[config.mk]
export PLATFORM = sky130hd
export DESIGN_NAME = bus_master_arbiter_flat
export DESIGN_NICKNAME = d
export VERILOG_FILES = /design/src/rtl/bus_master_arbiter_pkg.sv /design/src/rtl/bus_master_arbiter_if.sv /design/src/rtl/bus_master_arbiter_pick.sv /design/src/rtl/bus_master_arbiter.sv /design/src/flat_wrapper.sv
export SDC_FILE = /design/constraint.sdc
export NUM_CORES = 1
export LEC_CHECK = 0
export BUFFER_PORTS_ARGS = -buffer_cell sky130_fd_sc_hd__buf_2
export CAP_MARGIN = 0
export CORE_AREA = 2 2 130 132
export DETAILED_ROUTE_END_ITERATION = 10
export DIE_AREA = 0 0 132 134
export MAX_ROUTING_LAYER = met4
export PLACE_DENSITY = 0.39
export SETUP_SLACK_MARGIN = 0.02
export SLEW_MARGIN = 20
export SYNTH_ARGS = -nofsm -noshare
export SYNTH_HDL_FRONTEND = slang
export SYNTH_SLANG_ARGS = --single-unit
export TNS_END_PERCENT = 50
[constraint.sdc]
create_clock -name clk -period 3.9 [get_ports clk]
set_input_delay 0.585 -clock clk [delete_from_list [all_inputs] [get_ports clk]]
set_output_delay 0.585 -clock clk [all_outputs]
set_load 0.02 [all_outputs]
[src/rtl/bus_master_arbiter_pkg.sv]
// Shared types for the two-master bus arbiter (instruction fetch / data access).
// Compile-time option BUS_ARBITER_ROUND_ROBIN_EN selects round-robin contention handling.
package bus_master_arbiter_pkg;

  typedef logic [31:0] Word_t;
  typedef logic [3:0]  ByteMask_t;

  typedef struct packed {
    logic base;
    logic rst;
  } Clock_t;

  typedef enum logic [1:0] {
    OWNER_NONE,
    OWNER_INST,
    OWNER_DATA
  } BusOwner_t;

  typedef enum logic [1:0] {
    ARB_IDLE,
    ARB_BUSY_I,
    ARB_BUSY_D
  } ArbState_t;

  localparam ByteMask_t MASK_ALL   = 4'b1111;
  localparam logic      GRANT_INST = 1'b0;
  localparam logic      GRANT_DATA = 1'b1;

endpackage

[src/rtl/bus_master_arbiter_if.sv]
// CPU-side masters and slave-side bus bundled together; the arbiter takes the slave view,
// the surrounding core/decoder environment takes the master view.
interface bus_master_arbiter_if;

  bus_master_arbiter_pkg::Word_t     if_address;
  logic                              if_read;
  logic                              if_stall;
  bus_master_arbiter_pkg::Word_t     if_data_rd;
  bus_master_arbiter_pkg::Word_t     if_data_rd_2;

  bus_master_arbiter_pkg::Word_t     mem_address;
  logic                              mem_read;
  logic                              mem_write;
  bus_master_arbiter_pkg::Word_t     mem_data_wr;
  bus_master_arbiter_pkg::ByteMask_t mem_mask;
  logic                              mem_stall;
  bus_master_arbiter_pkg::Word_t     mem_data_rd;

  bus_master_arbiter_pkg::Word_t     bus_address;
  logic                              bus_read;
  logic                              bus_write;
  bus_master_arbiter_pkg::Word_t     bus_data_wr;
  bus_master_arbiter_pkg::ByteMask_t bus_mask;
  logic                              bus_stall;
  bus_master_arbiter_pkg::Word_t     bus_data_rd;
  bus_master_arbiter_pkg::Word_t     bus_data_rd_2;

  modport slave (
    input  if_address, if_read,
    output if_stall, if_data_rd, if_data_rd_2,
    input  mem_address, mem_read, mem_write, mem_data_wr, mem_mask,
    output mem_stall, mem_data_rd,
    output bus_address, bus_read, bus_write, bus_data_wr, bus_mask,
    input  bus_stall, bus_data_rd, bus_data_rd_2
  );

  modport master (
    output if_address, if_read,
    input  if_stall, if_data_rd, if_data_rd_2,
    output mem_address, mem_read, mem_write, mem_data_wr, mem_mask,
    input  mem_stall, mem_data_rd,
    input  bus_address, bus_read, bus_write, bus_data_wr, bus_mask,
    output bus_stall, bus_data_rd, bus_data_rd_2
  );

endinterface

[src/rtl/bus_master_arbiter_pick.sv]
// Combinational winner selection between the instruction and data masters.
// With BUS_ARBITER_ROUND_ROBIN_EN defined, contention goes to the master that did not win last.
module bus_arb_pick
  import bus_master_arbiter_pkg::*;
#(
  parameter bit DATA_PRIORITY = 1'b1
) (
  input  logic      req_i,
  input  logic      req_d,
  input  logic      last_grant,
  output BusOwner_t owner
);

`ifndef BUS_ARBITER_ROUND_ROBIN_EN
  logic unused_last_grant;
  assign unused_last_grant = last_grant;
`endif

  always_comb begin
    owner = OWNER_NONE;
    if (req_i && req_d) begin
`ifdef BUS_ARBITER_ROUND_ROBIN_EN
      owner = (last_grant == GRANT_INST) ? OWNER_DATA : OWNER_INST;
`else
      owner = DATA_PRIORITY ? OWNER_DATA : OWNER_INST;
`endif
    end else if (req_d) begin
      owner = OWNER_DATA;
    end else if (req_i) begin
      owner = OWNER_INST;
    end
  end

endmodule

[src/rtl/bus_master_arbiter.sv]
// Two-master bus arbiter: zero-latency forwarding, grant locked while the slave stalls.
// Optional macro BUS_ARBITER_ROUND_ROBIN_EN switches contention from fixed priority to round robin.
//
// state      | meaning
// ARB_IDLE   | no locked owner; winner picked combinationally each cycle
// ARB_BUSY_I | instruction master holds the bus until the slave drops stall
// ARB_BUSY_D | data master holds the bus until the slave drops stall
module bus_master_arbiter
  import bus_master_arbiter_pkg::*;
#(
  parameter bit DATA_PRIORITY = 1'b1
) (
  input Clock_t                clk,
  bus_master_arbiter_if.slave  bus_if
);

  ArbState_t state_q, state_d;
  logic      last_grant_q, last_grant_d;
  logic      req_i, req_d;
  BusOwner_t pick_owner, owner;

  Word_t     bus_address_o, bus_data_wr_o, if_data_rd_o, if_data_rd_2_o, mem_data_rd_o;
  ByteMask_t bus_mask_o;
  logic      bus_read_o, bus_write_o, if_stall_o, mem_stall_o;

  assign req_i = bus_if.if_read;
  assign req_d = bus_if.mem_read | bus_if.mem_write;

  bus_arb_pick #(.DATA_PRIORITY(DATA_PRIORITY)) u_pick (
    .req_i      (req_i),
    .req_d      (req_d),
    .last_grant (last_grant_q),
    .owner      (pick_owner)
  );

  always_ff @(posedge clk.base) begin
    if (!clk.rst) begin
      state_q      <= ARB_IDLE;
      last_grant_q <= GRANT_INST;
    end else begin
      state_q      <= state_d;
      last_grant_q <= last_grant_d;
    end
  end

  // A locked owner that drops its request is an abort: the bus goes quiet for that cycle.
  always_comb begin
    owner = OWNER_NONE;
    case (state_q)
      ARB_IDLE:   owner = pick_owner;
      ARB_BUSY_I: if (req_i) owner = OWNER_INST;
      ARB_BUSY_D: if (req_d) owner = OWNER_DATA;
      default:    owner = OWNER_NONE;
    endcase
  end

  always_comb begin
    state_d      = state_q;
    last_grant_d = last_grant_q;
    case (state_q)
      ARB_IDLE: begin
        if (owner != OWNER_NONE) begin
          last_grant_d = (owner == OWNER_DATA) ? GRANT_DATA : GRANT_INST;
        end
        if (bus_if.bus_stall && owner == OWNER_INST) begin
          state_d = ARB_BUSY_I;
        end else if (bus_if.bus_stall && owner == OWNER_DATA) begin
          state_d = ARB_BUSY_D;
        end
      end
      ARB_BUSY_I, ARB_BUSY_D: begin
        if (owner == OWNER_NONE || !bus_if.bus_stall) begin
          state_d = ARB_IDLE;
        end
      end
      default: state_d = ARB_IDLE;
    endcase
  end

  always_comb begin
    bus_address_o  = '0;
    bus_read_o     = 1'b0;
    bus_write_o    = 1'b0;
    bus_data_wr_o  = '0;
    bus_mask_o     = '0;
    if_stall_o     = 1'b0;
    if_data_rd_o   = '0;
    if_data_rd_2_o = '0;
    mem_stall_o    = 1'b0;
    mem_data_rd_o  = '0;
    if (!clk.rst) begin
      if_stall_o  = 1'b1;
      mem_stall_o = 1'b1;
    end else begin
      case (owner)
        OWNER_INST: begin
          bus_address_o  = bus_if.if_address;
          bus_read_o     = bus_if.if_read;
          bus_mask_o     = MASK_ALL;
          if_stall_o     = bus_if.bus_stall;
          if_data_rd_o   = bus_if.bus_data_rd;
          if_data_rd_2_o = bus_if.bus_data_rd_2;
        end
        OWNER_DATA: begin
          bus_address_o = bus_if.mem_address;
          bus_read_o    = bus_if.mem_read;
          bus_write_o   = bus_if.mem_write;
          bus_data_wr_o = bus_if.mem_data_wr;
          bus_mask_o    = bus_if.mem_mask;
          mem_stall_o   = bus_if.bus_stall;
          mem_data_rd_o = bus_if.bus_data_rd;
        end
        default: ;
      endcase
      if (req_i && owner != OWNER_INST) if_stall_o = 1'b1;
      if (req_d && owner != OWNER_DATA) mem_stall_o = 1'b1;
    end
  end

  assign bus_if.bus_address  = bus_address_o;
  assign bus_if.bus_read     = bus_read_o;
  assign bus_if.bus_write    = bus_write_o;
  assign bus_if.bus_data_wr  = bus_data_wr_o;
  assign bus_if.bus_mask     = bus_mask_o;
  assign bus_if.if_stall     = if_stall_o;
  assign bus_if.if_data_rd   = if_data_rd_o;
  assign bus_if.if_data_rd_2 = if_data_rd_2_o;
  assign bus_if.mem_stall    = mem_stall_o;
  assign bus_if.mem_data_rd  = mem_data_rd_o;

endmodule
[src/flat_wrapper.sv]
// flat-port wrapper written by rule: the top's interface ports become plain ports
module bus_master_arbiter_flat import bus_master_arbiter_pkg::*;
#(
  parameter bit DATA_PRIORITY = 1'b1
)
  (clk, bus_if_if_address, bus_if_if_read, bus_if_if_stall, bus_if_if_data_rd, bus_if_if_data_rd_2, bus_if_mem_address, bus_if_mem_read, bus_if_mem_write, bus_if_mem_data_wr, bus_if_mem_mask, bus_if_mem_stall, bus_if_mem_data_rd, bus_if_bus_address, bus_if_bus_read, bus_if_bus_write, bus_if_bus_data_wr, bus_if_bus_mask, bus_if_bus_stall, bus_if_bus_data_rd, bus_if_bus_data_rd_2);
  bus_master_arbiter_if bus_if_i ();
  input Clock_t clk;
  input wire logic [$bits(bus_if_i.if_address)-1:0] bus_if_if_address;
  input wire logic [$bits(bus_if_i.if_read)-1:0] bus_if_if_read;
  output wire logic [$bits(bus_if_i.if_stall)-1:0] bus_if_if_stall;
  output wire logic [$bits(bus_if_i.if_data_rd)-1:0] bus_if_if_data_rd;
  output wire logic [$bits(bus_if_i.if_data_rd_2)-1:0] bus_if_if_data_rd_2;
  input wire logic [$bits(bus_if_i.mem_address)-1:0] bus_if_mem_address;
  input wire logic [$bits(bus_if_i.mem_read)-1:0] bus_if_mem_read;
  input wire logic [$bits(bus_if_i.mem_write)-1:0] bus_if_mem_write;
  input wire logic [$bits(bus_if_i.mem_data_wr)-1:0] bus_if_mem_data_wr;
  input wire logic [$bits(bus_if_i.mem_mask)-1:0] bus_if_mem_mask;
  output wire logic [$bits(bus_if_i.mem_stall)-1:0] bus_if_mem_stall;
  output wire logic [$bits(bus_if_i.mem_data_rd)-1:0] bus_if_mem_data_rd;
  output wire logic [$bits(bus_if_i.bus_address)-1:0] bus_if_bus_address;
  output wire logic [$bits(bus_if_i.bus_read)-1:0] bus_if_bus_read;
  output wire logic [$bits(bus_if_i.bus_write)-1:0] bus_if_bus_write;
  output wire logic [$bits(bus_if_i.bus_data_wr)-1:0] bus_if_bus_data_wr;
  output wire logic [$bits(bus_if_i.bus_mask)-1:0] bus_if_bus_mask;
  input wire logic [$bits(bus_if_i.bus_stall)-1:0] bus_if_bus_stall;
  input wire logic [$bits(bus_if_i.bus_data_rd)-1:0] bus_if_bus_data_rd;
  input wire logic [$bits(bus_if_i.bus_data_rd_2)-1:0] bus_if_bus_data_rd_2;
  assign bus_if_i.if_address = bus_if_if_address;
  assign bus_if_i.if_read = bus_if_if_read;
  assign bus_if_if_stall = bus_if_i.if_stall;
  assign bus_if_if_data_rd = bus_if_i.if_data_rd;
  assign bus_if_if_data_rd_2 = bus_if_i.if_data_rd_2;
  assign bus_if_i.mem_address = bus_if_mem_address;
  assign bus_if_i.mem_read = bus_if_mem_read;
  assign bus_if_i.mem_write = bus_if_mem_write;
  assign bus_if_i.mem_data_wr = bus_if_mem_data_wr;
  assign bus_if_i.mem_mask = bus_if_mem_mask;
  assign bus_if_mem_stall = bus_if_i.mem_stall;
  assign bus_if_mem_data_rd = bus_if_i.mem_data_rd;
  assign bus_if_bus_address = bus_if_i.bus_address;
  assign bus_if_bus_read = bus_if_i.bus_read;
  assign bus_if_bus_write = bus_if_i.bus_write;
  assign bus_if_bus_data_wr = bus_if_i.bus_data_wr;
  assign bus_if_bus_mask = bus_if_i.bus_mask;
  assign bus_if_i.bus_stall = bus_if_bus_stall;
  assign bus_if_i.bus_data_rd = bus_if_bus_data_rd;
  assign bus_if_i.bus_data_rd_2 = bus_if_bus_data_rd_2;
  bus_master_arbiter #(.DATA_PRIORITY(DATA_PRIORITY)) u_core (.clk(clk), .bus_if(bus_if_i));
endmodule
=== After elaboration in Yosys (flattened, before gate mapping) ===
Index checks and enable logic that the tools add are counted.

* Register bits after elaboration: 2
* Output and inout port bits: 168
* Logic and storage cells: 52

* Equality and inequality tests: 8
* Mux-type cells: 31
* Bitwise operators: 1
* Reduce and logical (&&, ||, !) cells: 11

{| class="wikitable"
|+ Operators with widths
! cell !! number
|-
| two-way mux 32 bit || 9
|-
| one-hot mux 32 bit (2 select lines) || 1
|-
| two-way mux 2 bit || 6
|-
| two-way mux 1 bit || 10
|-
| one-hot mux 4 bit (2 select lines) || 1
|-
| one-hot mux 2 bit (3 select lines) || 1
|-
| logical AND 1 bit || 5
|-
| == test 2 x 1 -> 1 bit (second input constant) || 2
|-
| == test 2 bit (second input constant) || 2
|-
| logical NOT 2 bit || 2
|-
| two-way mux 4 bit || 1
|-
| inequality test 2 x 1 -> 1 bit (second input constant) || 2
|-
| one-hot mux 2 bit (2 select lines) || 1
|-
| inequality test 3 x 1 -> 1 bit (second input constant) || 1
|-
| inequality test 2 bit (second input constant) || 1
|-
| one-hot mux 1 bit (2 select lines) || 1
|-
| AND reduction 2 bit || 1
|-
| OR reduction 2 bit || 1
|-
| logical NOT 1 bit || 1
|-
| logical OR 1 bit || 1
|-
| bitwise OR 1 bit || 1
|}

=== Longest topological paths before layout ===
* Word-level depth: 9
* Mapped depth: 10
* Mapped depth without buffers: 9

=== By module ===
From an unflattened synthesis, not the netlist that was laid out.

* Cells, all modules: 288
* Area, all modules: 1796.7 µm²

{| class="wikitable"
|+ By module, submodules not included
! module !! times used !! cells an instance !! area each (µm²)
|-
| bus_master_arbiter || 1 || 286 || 1786.7
|-
| bus_arb_pick || 1 || 2 || 10.0
|}

=== Worst setup path before layout ===
OpenSTA, ideal clock, no wires.

* Kind: input port to output port
* Start point: input port bus_if_mem_write
* End point: output port bus_if_mem_stall
* Data arrival time: 2.071 ns
* Slack: 1.244 ns
* Stages on the path: 8
* Buffers on the path: 2
* Cells stage by stage: nor2_1 -> a21oi_1 -> or3b_1 -> ha_1 -> buf_2 -> buf_6 -> nor2b_1 -> o21ai_1

* Word-level cells in the longest chain between the ends: 8
* Elaborated cells on any way between the ends: 12

{| class="wikitable"
|+ Ends and longest elaborated chain
! what !! line !! RTL
|-
| start: declaration || flat_wrapper.sv:16 || <nowiki>input wire logic [$bits(bus_if_i.mem_write)-1:0] bus_if_mem_write;</nowiki>
|-
| bitwise OR 1 bit * || bus_master_arbiter.sv:27 || <nowiki>assign req_d = bus_if.mem_read | bus_if.mem_write;</nowiki>
|-
| two-way mux 2 bit / logical AND 1 bit (equally long branches) || bus_master_arbiter_pick.sv:27, bus_master_arbiter_pick.sv:21 ||
|-
| two-way mux 2 bit || bus_master_arbiter_pick.sv:21 || <nowiki>if (req_i && req_d) begin</nowiki>
|-
| one-hot mux 2 bit (3 select lines) || bus_master_arbiter.sv:49 || <nowiki>case (state_q)</nowiki>
|-
| == test 2 bit / inequality test 2 bit (equally long branches) || - ||
|-
| two-way mux 1 bit / logical AND 1 bit (equally long branches) || bus_master_arbiter.sv:95, bus_master_arbiter.sv:116 ||
|-
| two-way mux 1 bit * || bus_master_arbiter.sv:116 || <nowiki>if (req_d && owner != OWNER_DATA) mem_stall_o = 1'b1;</nowiki>
|-
| two-way mux 1 bit * || bus_master_arbiter.sv:91 || <nowiki>if (!clk.rst) begin</nowiki>
|-
| end: declaration || flat_wrapper.sv:19 || <nowiki>output wire logic [$bits(bus_if_i.mem_stall)-1:0] bus_if_mem_stall;</nowiki>
|}

Every way passes the cells marked *; elsewhere a longest branch is shown, timed or not.

==> results by stage <==
Status:
- The flow ran to the end, and the final reports show no timing, DRC or antenna violations.

Route:
- In this run the remaining antenna-violating nets after routing total 0.
- The total wire length after detailed routing is about 11000 um.
- The number of vias per cell after detailed routing is between 4 and 5.
- The number of DRC markers after the initial detailed-route iteration is 218.
- Dividing the detail-routed wire length by the instance count gives 13.6 um.
- The iteration count of the initial detailed-routing pass is 4.
- The routed layout has 3487 vias.
- In the routed design, unresolved DRC markers number 0.

GRT:
- The global-route wire length before repair is 16900 um.
- The sum of overflow across all layers after global routing is 0.
- Global routing used between 10 and 15% of the available tracks.
- The number of global-route vias before repair is 4748.
- The number of antenna violations at the first check in global routing is 0.
- The pin count of the biggest net entering global routing is 66.

Min path:
- The class of the tightest hold or removal check is clk -> reg.
- The worst hold path passes through 3 cells.
- The hold path endpoint is u_core.state_q[1].
- The origin of the worst min-delay path is clk[0].

Power and ir drop:
- The standby leakage power is around 3.0 nW.
- The switching power as a share of total power is about 49%.
- The net switching power is between 1.5 and 2 mW.
- Dividing total power by cell area gives a power density of 829 nW/um^2.
- The maximum vdd drop is approximately 0.36 mV.
- The power share of the clock group is 90.4%.
- The share of total power dissipated in sequential elements is 0.8%.
- The share of total power dissipated in combinational logic is roughly 8.8%.
- Cell internal power was estimated by the tool at 1.79 mW.

Yosys:
- During synthesis, Yosys emitted a total of 0 warnings.
- The cell count after synthesis is 279.
- A synthesized cell averages 6.45 sq um.
- Among all cell types in the netlist, the one instantiated most often is sky130_fd_sc_hd__and3_1.
- The cell taking the most area after synthesis is sky130_fd_sc_hd__and3_1.
- Among all flip-flop cells after synthesis, the most frequent one is sky130_fd_sc_hd__dfxtp_1.
- Sorting the synthesized cells by how often they occur yields sky130_fd_sc_hd__and3_1 (129), sky130_fd_sc_hd__nor2_1 (40), sky130_fd_sc_hd__a22oi_1 (34).
- The total standard cell area after synthesis is roughly 1800 sq um.
- Counting flops and latches in the post-synthesis netlist gives 2.
- The number of enable flip-flop cells after synthesis is 0.
- The count of cell types in the netlist is 25.
- Summing the sequential cell areas from Yosys gives 2.22% of the chip area.
- Counting flops with an async set or reset pin after synthesis yields a share of 0%.
- The number of nets in the synthesized netlist is 457.
- The top cell type by area accounts for 44.8% of the synthesized area.
- In the post-synthesis netlist, the biggest area contributors are sky130_fd_sc_hd__and3_1 (45%), sky130_fd_sc_hd__a22oi_1 (14%), sky130_fd_sc_hd__buf_6 (10%).

Die:
- The die covers 17700 sq um.
- The horizontal die dimension is 132 um.
- The chip height is 134 um.
- The initial standard-cell utilization of the core is 11.1%.
- The area of the core is 16300 sq um.
- For this design the top-level I/O count stands at 338.
- After floorplanning, the core was divided into 47 placement rows.

Timing:
- The max-slew violation count is 0.
- The final-layout setup total negative slack is 0 ns.
- The relative max-transition margin is 65.3%.
- The number of failing hold endpoints at the final stage came to 0.
- The worst clock skew is between 0.0003 and 0.0004 ns.
- Setup repair after global routing left no endpoint under its margin.
- The slew of the pin with the lowest slew margin is 0.521 ns.
- The final setup violation count is 0.

Placed design:
- The congestion estimate from routability-driven global placement came to 0.753.
- In this run, placement finished with an instance count of approximately 800.
- Input and output buffers added on the ports amount to 336.
- Summed over all nets, the half-perimeter wirelength after detailed placement is 8210 um.

Clock tree:
- TritonCTS built the clock tree.
- Clock latency on the worst-skew pair, taken at its later pin, is 0.22 ns.
- After clock tree synthesis, the flow added hold-fix buffers numbering 0.
- Once the clock tree was built, the resizer swapped 0 gates to a different size.
- Clock-pin slew was measured on the worst setup and hold paths at 0.03 ns.
- The post-CTS setup-driven buffer insertion count is 0.

Critical path:
- The critical path required time is 3.31 ns.
- The setup check on the worst reg-to-reg path leaves a slack of 1.62 ns.
- STA puts the critical path data arrival time at 2.98 ns.
- The worst setup path is captured at an output port.
- In this run the critical register-to-register path is captured at u_core.state_q[1].
- The critical path in this run is classified as clk -> out.
- The critical path launch point type is a clock port.
- In this run the worst path has a maximum fanout of 16.
- Measured in cells, the most critical reg-to-reg path has a length of 9.
- The startpoint of the lowest-slack register-to-register path is u_core.state_q[0].

Layout:
- In the final layout, the registers with the most flip-flops are u_core.state_q: 2 flops.
- The fraction of layout cells with a size suffix above 1 is 61.9%.
- In the final layout, the multi-input gates occupy 1450 sq um.
- For this run, the post-layout net count is 784.
- The total of fill cells in the finished design is 1856.
- The register with the most flip-flops in the layout has 2 of them.
- The utilization of the core after routing is between 20% and 30%.
- The register area is 40.0 sq um.
- The finished layout holds between 800 and 900 standard cells, fillers aside.
- From synthesis to final layout, the design area changed by 137%.
- The number of antenna diodes in the final layout is 0.
- The largest register by flop count is u_core.state_q.

Run:
- The max-cap violation count is 0.
## power groups by stage
stage               Sequential [mW]  Combinational, mW  Clock (mW)
finish                       0.0274              0.311        3.19
global route                 0.0284              0.350        3.44
CTS                          0.0274              0.318        3.33
detailed placement           0.0277              0.311        1.24
global placement             0.0276              0.315        1.24
floorplan                    0.0271              0.195        1.37
## cell type report
class	count	share of cell area [%]
Timing Repair Buffer	173	20.6
Inverter	3	0.264
Tap cell	220	6.46
Clock inverter	16	2.64
Sequential cell	2	0.940
Clock buffer	195	35.1
Multi-Input combinational cell	233	34.0
## worst max path at each step
| stage | from | depth (start not counted) | endpoint |
|---|---|---|---|
| 3_3_place_gp | clk[0] | 3 | bus_if_bus_address[0] |
| 6_report | clk[0] | 7 | bus_if_bus_address[24] |
| 2_1_floorplan | clk[0] | 4 | bus_if_if_data_rd_2[14] |
| 3_5_place_dp | clk[0] | 3 | bus_if_bus_address[0] |
| 5_1_grt | clk[0] | 7 | bus_if_bus_read |
| 4_1_cts | clk[0] | 7 | bus_if_bus_address[24] |
## metrics by stage
step | hold slack (ns) | total power, mW | setup WS, ns | instance area [sq um]
after CTS | 0.399 | 3.68 | 0.288 | 4260
after detailed placement | 0.164 | 1.58 | 0.452 | 3490
final | 0.360 | 3.53 | 0.334 | 4260
after global routing | 0.405 | 3.82 | 0.261 | 4260
after global placement | 0.164 | 1.59 | 0.452 | 3490
after floorplan | 0.431 | 1.59 | 0.725 | 1800
## layout by cell type, fill, tap and decap left out, types with 3 or more instances in the layout
cell,Yosys,layout
sky130_fd_sc_hd__buf_2,2,336
sky130_fd_sc_hd__inv_2,0,3
sky130_fd_sc_hd__buf_4,8,5
sky130_fd_sc_hd__clkbuf_16,0,26
sky130_fd_sc_hd__inv_1,3,3
sky130_fd_sc_hd__nor2_1,40,40
sky130_fd_sc_hd__inv_6,0,5
sky130_fd_sc_hd__clkinv_4,0,4
sky130_fd_sc_hd__and3_1,129,129
sky130_fd_sc_hd__a21oi_1,5,5
sky130_fd_sc_hd__ha_1,8,6
sky130_fd_sc_hd__a22oi_1,34,34
## cells by family (layout without fill, tap and decap cells)
group                      after synthesis  count (layout)  synth area share [%]
adders and majority gates                8               8                  5.56
AOI/OAI and AO/OA                       43              43                  17.0
buffers and inverters                   44             387                  17.7
DFF                                      2               2                  2.22
and+or+nand+nor                        182             182                  57.6
## per-layer routing
metal | vias to the layer above | track usage (%) | share of wire [%]
li1 | 1692 | - | -
met1 | 1467 | 8.20 | 34
met2 | 275 | 12.4 | 47
met3 | 53 | 14.8 | 14
met4 | 0 | 22.5 | 4.5
met5 | - | - | 0
## worst max-delay path: stages
cell and delay (ns):
sky130_fd_sc_hd__clkbuf_16 0.19, sky130_fd_sc_hd__clkbuf_16 0.18, sky130_fd_sc_hd__nand2b_1 0.10, sky130_fd_sc_hd__clkbuf_16 0.16
sky130_fd_sc_hd__clkbuf_16 0.15, sky130_fd_sc_hd__nor2_1 0.06, sky130_fd_sc_hd__buf_2 0.17
No activity file was read; power rests on OpenSTA's default activity.
